### src/rtl/seg_pkg.sv
// rtl/seg_pkg.sv - shared types and constants for the seg_display scanner
// Purpose: segment lookup table, dp bit position, decimal-converter state
//          enum and the default scan divider.
// Ports:   none (package).
package seg_pkg;

  localparam int unsigned CLK_DIV_DEFAULT = 50000;

  // Position of the decimal point inside an out_seg byte.
  localparam int unsigned DP_BIT = 7;

  // Active-low {dp,g,f,e,d,c,b,a} codes with dp off, indexed by nibble 0..F.
  localparam logic [15:0][7:0] SEG_TABLE = {
    8'h8E, 8'h86, 8'hA1, 8'hC6, 8'h83, 8'h88, 8'h90, 8'h80,
    8'hF8, 8'h82, 8'h92, 8'h99, 8'hB0, 8'hA4, 8'hF9, 8'hC0
  };

  typedef enum logic [1:0] {
    ST_IDLE  = 2'd0,
    ST_SHIFT = 2'd1,
    ST_DONE  = 2'd2
  } seg_state_e;

endpackage

### src/rtl/seg_bin2bcd.sv
// rtl/seg_bin2bcd.sv - sequential 32-bit binary to 10-digit BCD converter
// Purpose: double-dabble, one bit per cycle. IDLE -> SHIFT (32 cycles) ->
//          DONE (1 cycle, bcd valid) -> IDLE, or straight back to SHIFT when
//          start is asserted during DONE.
// Ports:   clk, rst_n (async, active-low)
//          start  - accept value (honoured in IDLE and DONE)
//          value  - 32-bit binary input
//          busy   - high in SHIFT and DONE
//          done   - high for the single DONE cycle
//          bcd    - 40-bit packed BCD result, stable while done=1
module seg_bin2bcd
  import seg_pkg::*;
(
  input  logic        clk,
  input  logic        rst_n,
  input  logic        start,
  input  logic [31:0] value,
  output logic        busy,
  output logic        done,
  output logic [39:0] bcd
);

  seg_state_e  state_q, state_d;
  logic [4:0]  cnt_q, cnt_d;
  logic [31:0] bin_q, bin_d;
  logic [39:0] bcd_q, bcd_d;
  logic [39:0] adj;

  always_ff @(posedge clk or negedge rst_n) begin
    if (!rst_n) begin
      state_q <= ST_IDLE;
      cnt_q   <= '0;
      bin_q   <= '0;
      bcd_q   <= '0;
    end else begin
      state_q <= state_d;
      cnt_q   <= cnt_d;
      bin_q   <= bin_d;
      bcd_q   <= bcd_d;
    end
  end

  always_comb begin
    state_d = state_q;
    cnt_d   = cnt_q;
    bin_d   = bin_q;
    bcd_d   = bcd_q;
    adj     = '0;

    // Add-3 correction on every digit >= 5 before the shift.
    for (int i = 0; i < 10; i++) begin
      adj[4*i +: 4] = (bcd_q[4*i +: 4] >= 4'd5) ? (bcd_q[4*i +: 4] + 4'd3)
                                                 : bcd_q[4*i +: 4];
    end

    case (state_q)
      ST_IDLE: begin
        if (start) begin
          state_d = ST_SHIFT;
          bin_d   = value;
          bcd_d   = '0;
          cnt_d   = '0;
        end
      end
      ST_SHIFT: begin
        // Top digit never exceeds 4 after correction, so adj[39] is always 0.
        {bcd_d, bin_d} = {adj[38:0], bin_q, 1'b0};
        cnt_d          = cnt_q + 5'd1;
        if (cnt_q == 5'd31) state_d = ST_DONE;
      end
      ST_DONE: begin
        if (start) begin
          state_d = ST_SHIFT;
          bin_d   = value;
          bcd_d   = '0;
          cnt_d   = '0;
        end else begin
          state_d = ST_IDLE;
        end
      end
      default: state_d = ST_IDLE;
    endcase
  end

  assign busy = (state_q != ST_IDLE);
  assign done = (state_q == ST_DONE);
  assign bcd  = bcd_q;

endmodule

### src/rtl/seg_display.sv
// rtl/seg_display.sv - 8-digit multiplexed seven-segment display driver
// Purpose: scans 8 digits, CLK_DIV cycles per digit, showing a 32-bit value
//          in hex, or in unsigned decimal when SEG_DISPLAY_DECIMAL_EN is
//          defined. Digit outputs only change on a digit refresh, so a new
//          value never tears a digit mid-dwell.
// Ports:   Clock    - system clock
//          Reset    - async, active-low
//          in_data  - value to display
//          in_valid - one-cycle load strobe
//          in_halt  - level, lights dp on digit 0
//          out_an   - active-low digit enables (bit 0 = rightmost)
//          out_seg  - active-low segments {dp,g,f,e,d,c,b,a}
//          out_busy - decimal conversion in progress (0 in hex build)
// Macro:   SEG_DISPLAY_DECIMAL_EN
module seg_display
  import seg_pkg::*;
#(
  parameter int unsigned CLK_DIV = CLK_DIV_DEFAULT
) (
  input  logic        Clock,
  input  logic        Reset,
  input  logic [31:0] in_data,
  input  logic        in_valid,
  input  logic        in_halt,
  output logic [7:0]  out_an,
  output logic [7:0]  out_seg,
  output logic        out_busy
);

  localparam int PW = $clog2(CLK_DIV);

  logic [PW-1:0] presc_q, presc_d;
  logic [2:0]    idx_q, idx_d;
  logic          refresh_q, refresh_d;
  logic [7:0]    an_q, an_d;
  logic [7:0]    seg_q, seg_d;
  logic [31:0]   val_q, val_d;
  logic          tc;
  logic          dp_all;

  // Scan path: refresh_q marks the first cycle of a digit (and the first
  // cycle after reset) so that the outputs lag the index by one cycle.
  always_ff @(posedge Clock or negedge Reset) begin
    if (!Reset) begin
      presc_q   <= '0;
      idx_q     <= '0;
      refresh_q <= 1'b1;
      an_q      <= 8'hFF;
      seg_q     <= 8'hFF;
      val_q     <= '0;
    end else begin
      presc_q   <= presc_d;
      idx_q     <= idx_d;
      refresh_q <= refresh_d;
      an_q      <= an_d;
      seg_q     <= seg_d;
      val_q     <= val_d;
    end
  end

  always_comb begin
    tc        = (presc_q == PW'(CLK_DIV - 1));
    presc_d   = tc ? '0 : presc_q + 1'b1;
    idx_d     = tc ? idx_q + 3'd1 : idx_q;
    refresh_d = tc;
    an_d      = an_q;
    seg_d     = seg_q;
    if (refresh_q) begin
      an_d  = ~(8'd1 << idx_q);
      seg_d = SEG_TABLE[val_q[{idx_q, 2'b00} +: 4]];
      if (dp_all) seg_d[DP_BIT] = 1'b0;
      if (in_halt && (idx_q == 3'd0)) seg_d[DP_BIT] = 1'b0;
    end
  end

`ifdef SEG_DISPLAY_DECIMAL_EN
  // val_q holds 8 BCD digits; dp_all_q flags values above 99999999.
  logic        dp_all_q, dp_all_d;
  logic        pend_v_q, pend_v_d;
  logic [31:0] pend_q, pend_d;
  logic        conv_start;
  logic [31:0] conv_value;
  logic        conv_busy;
  logic        conv_done;
  logic [39:0] conv_bcd;

  seg_bin2bcd u_bin2bcd (
    .clk   (Clock),
    .rst_n (Reset),
    .start (conv_start),
    .value (conv_value),
    .busy  (conv_busy),
    .done  (conv_done),
    .bcd   (conv_bcd)
  );

  always_ff @(posedge Clock or negedge Reset) begin
    if (!Reset) begin
      dp_all_q <= 1'b0;
      pend_v_q <= 1'b0;
      pend_q   <= '0;
    end else begin
      dp_all_q <= dp_all_d;
      pend_v_q <= pend_v_d;
      pend_q   <= pend_d;
    end
  end

  always_comb begin
    // A fresh strobe always beats the pending value (latest wins). The
    // converter restarts directly from DONE, so back-to-back loads never idle.
    conv_start = (in_valid || pend_v_q) && (!conv_busy || conv_done);
    conv_value = in_valid ? in_data : pend_q;
    pend_v_d   = pend_v_q;
    pend_d     = pend_q;
    if (conv_start) begin
      pend_v_d = 1'b0;
    end else if (in_valid) begin
      pend_v_d = 1'b1;
      pend_d   = in_data;
    end
    val_d    = val_q;
    dp_all_d = dp_all_q;
    if (conv_done) begin
      val_d    = conv_bcd[31:0];
      dp_all_d = |conv_bcd[39:32];
    end
  end

  assign dp_all   = dp_all_q;
  assign out_busy = conv_busy;
`else
  always_comb begin
    val_d = in_valid ? in_data : val_q;
  end

  assign dp_all   = 1'b0;
  assign out_busy = 1'b0;
`endif

  assign out_an  = an_q;
  assign out_seg = seg_q;

endmodule

### config.mk
export PLATFORM = sky130hd
export DESIGN_NAME = seg_display
export DESIGN_NICKNAME = d
export VERILOG_FILES = /design/src/rtl/seg_pkg.sv /design/src/rtl/seg_bin2bcd.sv /design/src/rtl/seg_display.sv
export SDC_FILE = /design/constraint.sdc
export NUM_CORES = 1
export LEC_CHECK = 0
export CAP_MARGIN = 15
export CORE_MARGIN = 5
export CORE_UTILIZATION = 57
export DETAILED_ROUTE_END_ITERATION = 6
export PLACE_DENSITY = 0.85
export SYNTH_ARGS = -nofsm -noshare
export SYNTH_HDL_FRONTEND = slang
export SYNTH_SLANG_ARGS = --single-unit
### constraint.sdc
create_clock -name Clock -period 3.5 [get_ports Clock]
set_input_delay 1.05 -clock Clock [delete_from_list [all_inputs] [get_ports Clock]]
set_output_delay 1.05 -clock Clock [all_outputs]
set_load 0.02 [all_outputs]
==> flow_summary.toml, run 1 <==
[detailed_routing]
drtPass1Iterations = 4
wl_met2_um = 3154
highest_layer = "met4"
met1_length_um = 2835
detail-route-antenna-nets = 0
drt_iter0_drc = 103
vias = 2129
drc = 0
met3_length_um = 335
avgViaCountPerCell = 5.516
routed_wl_um = 6437
drt-wirelength-per-cell_um = 16.68

[setup_path]
path_cells = "mux4_2 -> mux2i_1 -> inv_1 -> ha_1 -> mux2_2 -> o21ai_1 -> o21a_1"
cp.arrival_ps = 3050
crit_fanout = 15
cp_slowest_cell = "dfrtp_1"
cp-startpoint = "idx_q[2]"
ff2ff_path_depth = 7
cp-start-kind = "flip-flop"
slowest_delay_ps = 740
r2r-end = "out_seg[4]"
critPathCaptureType = "flip-flop"
regToRegSetupSlack_ps = 730
crit_type = "flip-flop to flip-flop"
cp_data_required_time_ps = 3780
r2r-start = "idx_q[2]"

[timing]
tns_ps = 0
tightest_slew_ps = 841.9
slew_headroom = 0.4357
timing.fmax_mhz = 360.8
min_period_ps = 2772
finalCritPeriodShare = 0.7919
rsz0062_at_grt = "false"
fin_skew_ps = 4.513
setup_viol = 0
hold_viol = 0
slew_viol_final = 0

[synthesis]
async_flop_share = 1.000
synth_seq_area_share = 0.5317
yosysWarnings = 0
syn-num-nets = 306
ys_ff_latch = 68
synth_enable_flop_cells = 0
synth_area_um2 = 3241
synth_top_area_frac = 0.3938
synth_area_leaders = "dfrtp_1 (39%), dfstp_2 (14%), mux2_2 (12%), mux4_2 (5.6%), ha_1 (5.0%)"
yosysTopAreaCell = "dfrtp_1"
dominantRegCellSynth = "dfrtp_1"
yosys.cell_types.count = 40
synthCells = 257
synth_area_per_cell_um2 = 12.61

[floorplanning]
io_pins = 53
fp.dieW_um = 85.40
num_rows = 27
design.core.area_um2 = 5507
die_h_um = 85.40
start_util = 0.5885
die_area_um2 = 7293

[cells_and_area]
nFillCells = 373
multi_input_area_um2 = 1410
final_common_cell = "dfrtp_1"
fin_util = 0.7232
nets = 358
drive_gt1_frac = 0.2580
final_cell_mix = "dfrtp_1 (51), clkdlybuf4s50_1 (50), mux2_2 (34)"
area_delta_synth_final_pct = 22.90
fin_cells = 386
n_antenna_cell = 0
seqCellArea_um2 = 1723

[clock_tree]
cts_tree = "yes"
cts.sinks = 68
cts_buffers = 9
cts-root-buf = "clkbuf_8"
cts_max_level = 3
worstSkewPairLatency_ps = 340
cts_setup_buffers = 0
path_clk_slew_ps = 70
cts_buffer_depth = 2
cts_hold_buf = 0
cts_resized = 0

[power_and_ir_drop]
max-vdd-ir-drop_mv = 0.3353
power.total_mw = 1.664
cellPowerDensity_nw_per_um2 = 417.9
power_leakage_nw = 1.646

[outcome]
status = "finished, final reports clean"

[worst_hold_path]
min_from = "out_seg[0]"
hold_end = "out_seg[0]"
hold_depth = 1
hold_class = "flip-flop to flip-flop"

[global_route]
grt_max_degree = 33
antenna_found_initial = 0
grt_pass1_wl_um = 11190
grt_overflow_total = 0
grt_use_total = 0.1975
grt_pass1_vias = 2256

[placement]
dp_hpwl_um = 4684
port_buffers = 51
routabilityCongestion = 0.8398
placedCellCount = 370

[flow_run]
cap_violations = 0
-- worst max-delay path by stage --
stage,end,depth (start not counted),slack [ps]
2_1_floorplan,out_seg[3],6,1250
3_3_place_gp,out_seg[4],7,960
3_5_place_dp,out_seg[3],6,760
4_1_cts,out_seg[4],7,740
5_1_grt,out_seg[4],7,500
6_report,out_seg[4],7,730
-- per-layer routing --
metal	vias to the layer above	global-route usage
met5	-	0
met4	0	0.07338
met3	10	0.05534
met2	61	0.3157
met1	1055	0.2570
li1	1003	-
-- metrics by stage --
step / hold WS (ps) / instance area (um2) / setup WS (ps)
2_1_floorplan: 454.9 / 3241 / 1250
3_3_place_gp: 468.5 / 3781 / 956.9
3_5_place_dp: 473.2 / 3781 / 764.6
4_1_cts: 484.6 / 3983 / 739.8
5_1_grt: 498.4 / 3983 / 501.4
6_report: 479.5 / 3983 / 728.2
-- cell usage after synthesis (all sizes together), types with 4 or more instances --
cell    count
xor2        6
nand2      11
ha         13
mux2       34
mux2i       7
nor2       29
nor3        4
inv         8
dfstp      17
dfrtp      51
clkbuf      4
nand3       8
o21ai       6
xnor2      10
a31oi       8
buf         9
mux4        8
-- sequential cells by signal, indices dropped and copies added, names as in the netlist --
name,count
val_q,32
refresh_q,1
idx_q,3
presc_q,16
out_an,8
out_seg,8
-- worst max-delay path, delay by kind of cell, from the launching register on --
family                     cells  cell delay, ps
AOI/OAI and AO/OA              2             300
adders and majority gates      1             230
buffers and inverters          1             180
DFF                            1             740
muxes                          3            1260
-- cell type report --
| type | instances | share of cell area |
|---|---|---|
| Inverter | 8 | 0.007540 |
| Timing Repair Buffer | 54 | 0.1326 |
| Sequential cell | 68 | 0.4326 |
| Tap cell | 72 | 0.02262 |
| Multi-Input combinational cell | 168 | 0.3541 |
| Clock inverter | 5 | 0.01257 |
| Clock buffer | 11 | 0.03801 |
-- power breakdown --
part           leakage [nW]  switching [mW]  internal [mW]
logic                 0.737          0.0742         0.0987
registers             0.801          0.0229          0.824
clock network         0.109           0.282          0.363
-- cell families (layout without fill, tap and decap cells) --
logic type      after synthesis  count (layout)  share of synthesized area
flops                        68              68                     0.5317
simple gates                 64              64                    0.09035
mux                          49              49                     0.1992
compound gates               25              25                    0.05097
buf+inv                      21              78                    0.03320
xor+xnor                     16              16                    0.04324
fa+ha+maj                    13              13                    0.05019
other cells                   1               1                   0.001157
Note: power is estimated with default switching activity, not from simulation.
==> run 2, diff against run 1 <==
--- a/config.mk
+++ b/config.mk
@@ -7,9 +7,9 @@
 export LEC_CHECK = 0
 export CAP_MARGIN = 15
 export CORE_MARGIN = 5
-export CORE_UTILIZATION = 57
+export CORE_UTILIZATION = 53
 export DETAILED_ROUTE_END_ITERATION = 6
-export PLACE_DENSITY = 0.85
+export PLACE_DENSITY = 0.8
 export SYNTH_ARGS = -nofsm -noshare
 export SYNTH_HDL_FRONTEND = slang
 export SYNTH_SLANG_ARGS = --single-unit
==> constraint.sdc (replaced) <==
create_clock -name Clock -period 2.88 [get_ports Clock]
set_input_delay 0.864 -clock Clock [delete_from_list [all_inputs] [get_ports Clock]]
set_output_delay 0.864 -clock Clock [all_outputs]
set_load 0.02 [all_outputs]
==> flow_summary.toml, run 2 (synthesis results as in run 1) <==
[clock_tree]
cts_hold_buf = 0
cts_buffers = 9
cts_buffer_depth = 2
cts-root-buf = "clkbuf_8"
cts_max_level = 3
cts_tree = "yes"
cts_setup_buffers = 0
cts.sinks = 68
cts_resized = 0
path_clk_slew_ps = 70
worstSkewPairLatency_ps = 330

[cells_and_area]
multi_input_area_um2 = 1410
drive_gt1_frac = 0.2540
fin_util = 0.6724
nets = 360
fin_cells = 390
final_cell_mix = "dfrtp_1 (51), clkdlybuf4s50_1 (50), mux2_2 (34)"
top_regs = "val_q x32, presc_q x16"
n_antenna_cell = 0
largest_reg_flops = 32
largest-register = "val_q"
final_common_cell = "dfrtp_1"
nFillCells = 442
seqCellArea_um2 = 1723
area_delta_synth_final_pct = 22.86

[placement]
dp_hpwl_um = 4190
routabilityCongestion = 0.8350
port_buffers = 51
dp_slack_ps = 397.4
placedCellCount = 375

[timing]
fin_skew_ps = 9.051
setup_ws_ps = 399.8
tightest_slew_ps = 605.7
setup_viol = 0
timing.fmax_mhz = 403.2
rsz0062_at_grt = "false"
slew_headroom = 0.5962
slew_viol_final = 0
min_period_ps = 2480
finalCritPeriodShare = 0.8612
tns_ps = 0
hold_viol = 0

[detailed_routing]
routed_wl_um = 5900
drtPass1Iterations = 4
met3_length_um = 319
drt_iter0_drc = 75
drc = 0
highest_layer = "met4"
detail-route-antenna-nets = 0
avgViaCountPerCell = 5.323
drt-wirelength-per-cell_um = 15.13
met1_length_um = 2816
wl_met2_um = 2662
vias = 2076

[global_route]
grt_max_degree = 44
antenna_found_initial = 0
grt_use_total = 0.1739
grt_pass1_vias = 2066
grt_overflow_total = 0
grt_pass1_wl_um = 10240

[floorplanning]
io_pins = 53
start_util = 0.5473
design.core.area_um2 = 5921
die_area_um2 = 7778
fp.dieW_um = 88.20
num_rows = 28
die_h_um = 88.20

[flow_run]
cap_violations = 0

[setup_path]
critPathCaptureType = "flip-flop"
crit_fanout = 9
regToRegSetupSlack_ps = 400
cp_data_required_time_ps = 3160
cp-start-kind = "flip-flop"
crit_type = "flip-flop to flip-flop"
cp.arrival_ps = 2760

[power_and_ir_drop]
power_leakage_nw = 1.642
cellPowerDensity_nw_per_um2 = 480.9
max-vdd-ir-drop_mv = 0.3809
power.total_mw = 1.914

[outcome]
status = "finished, final reports clean"

[worst_hold_path]
hold_class = "flip-flop to flip-flop"
-- run 2: cell count changes in the layout (fill, tap and decap cells not counted) --
cell,previous run,this run
clkinv_2,4,2
bufinv_16,1,0
buf_4,3,4
buf_12,0,1
clkbuf_1,0,2
-- run 2: critical path, stage by stage, from the launching register on --
cell,delay (ps)
dfrtp_1,600
mux4_2,570
mux2i_1,360
inv_1,170
ha_1,230
mux2_2,250
o21ai_1,110
o21a_1,130
-- run 2: stage by stage --
step / instance area [um2] / hold slack (ps)
floorplan: 3241 / 454.9
CTS: 3981 / 483.0
global route: 3981 / 515.3
global placement: 3812 / 467.2
finish: 3981 / 484.7
detailed placement: 3812 / 474.1
-- run 2: power by group --
part	internal, mW	switching, mW
clock network	0.353	0.327
registers	1.00	0.0246
logic	0.122	0.0860
total	1.48	0.438
-- run 2: cell type report --
type                       count  share of cell area
tap                           75             0.02357
inverter                       8            0.007542
timing repair buffer          56              0.1395
multi-input combinational    168              0.3542
clock buffer                  13             0.03991
clock inverter                 2            0.002514
sequential                    68              0.4327
-- run 2: worst paths after layout --
path,startpoint,to,cells past startpoint
setup / recovery,idx_q[2],out_seg[4],7
hold / removal,presc_q[0],presc_q[0],1
setup reg to reg,idx_q[2],out_seg[4],7
hold reg to reg,presc_q[0],presc_q[0],1
max in group asynchronous,Reset,out_an[4],2
min in group asynchronous,Reset,val_q[26],1
-- run 2: layer usage --
metal | up-vias | global-route usage
met5 | - | 0
met4 | 0 | 0.07830
met3 | 9 | 0.04233
met2 | 61 | 0.2475
met1 | 1002 | 0.2526
li1 | 1004 | -
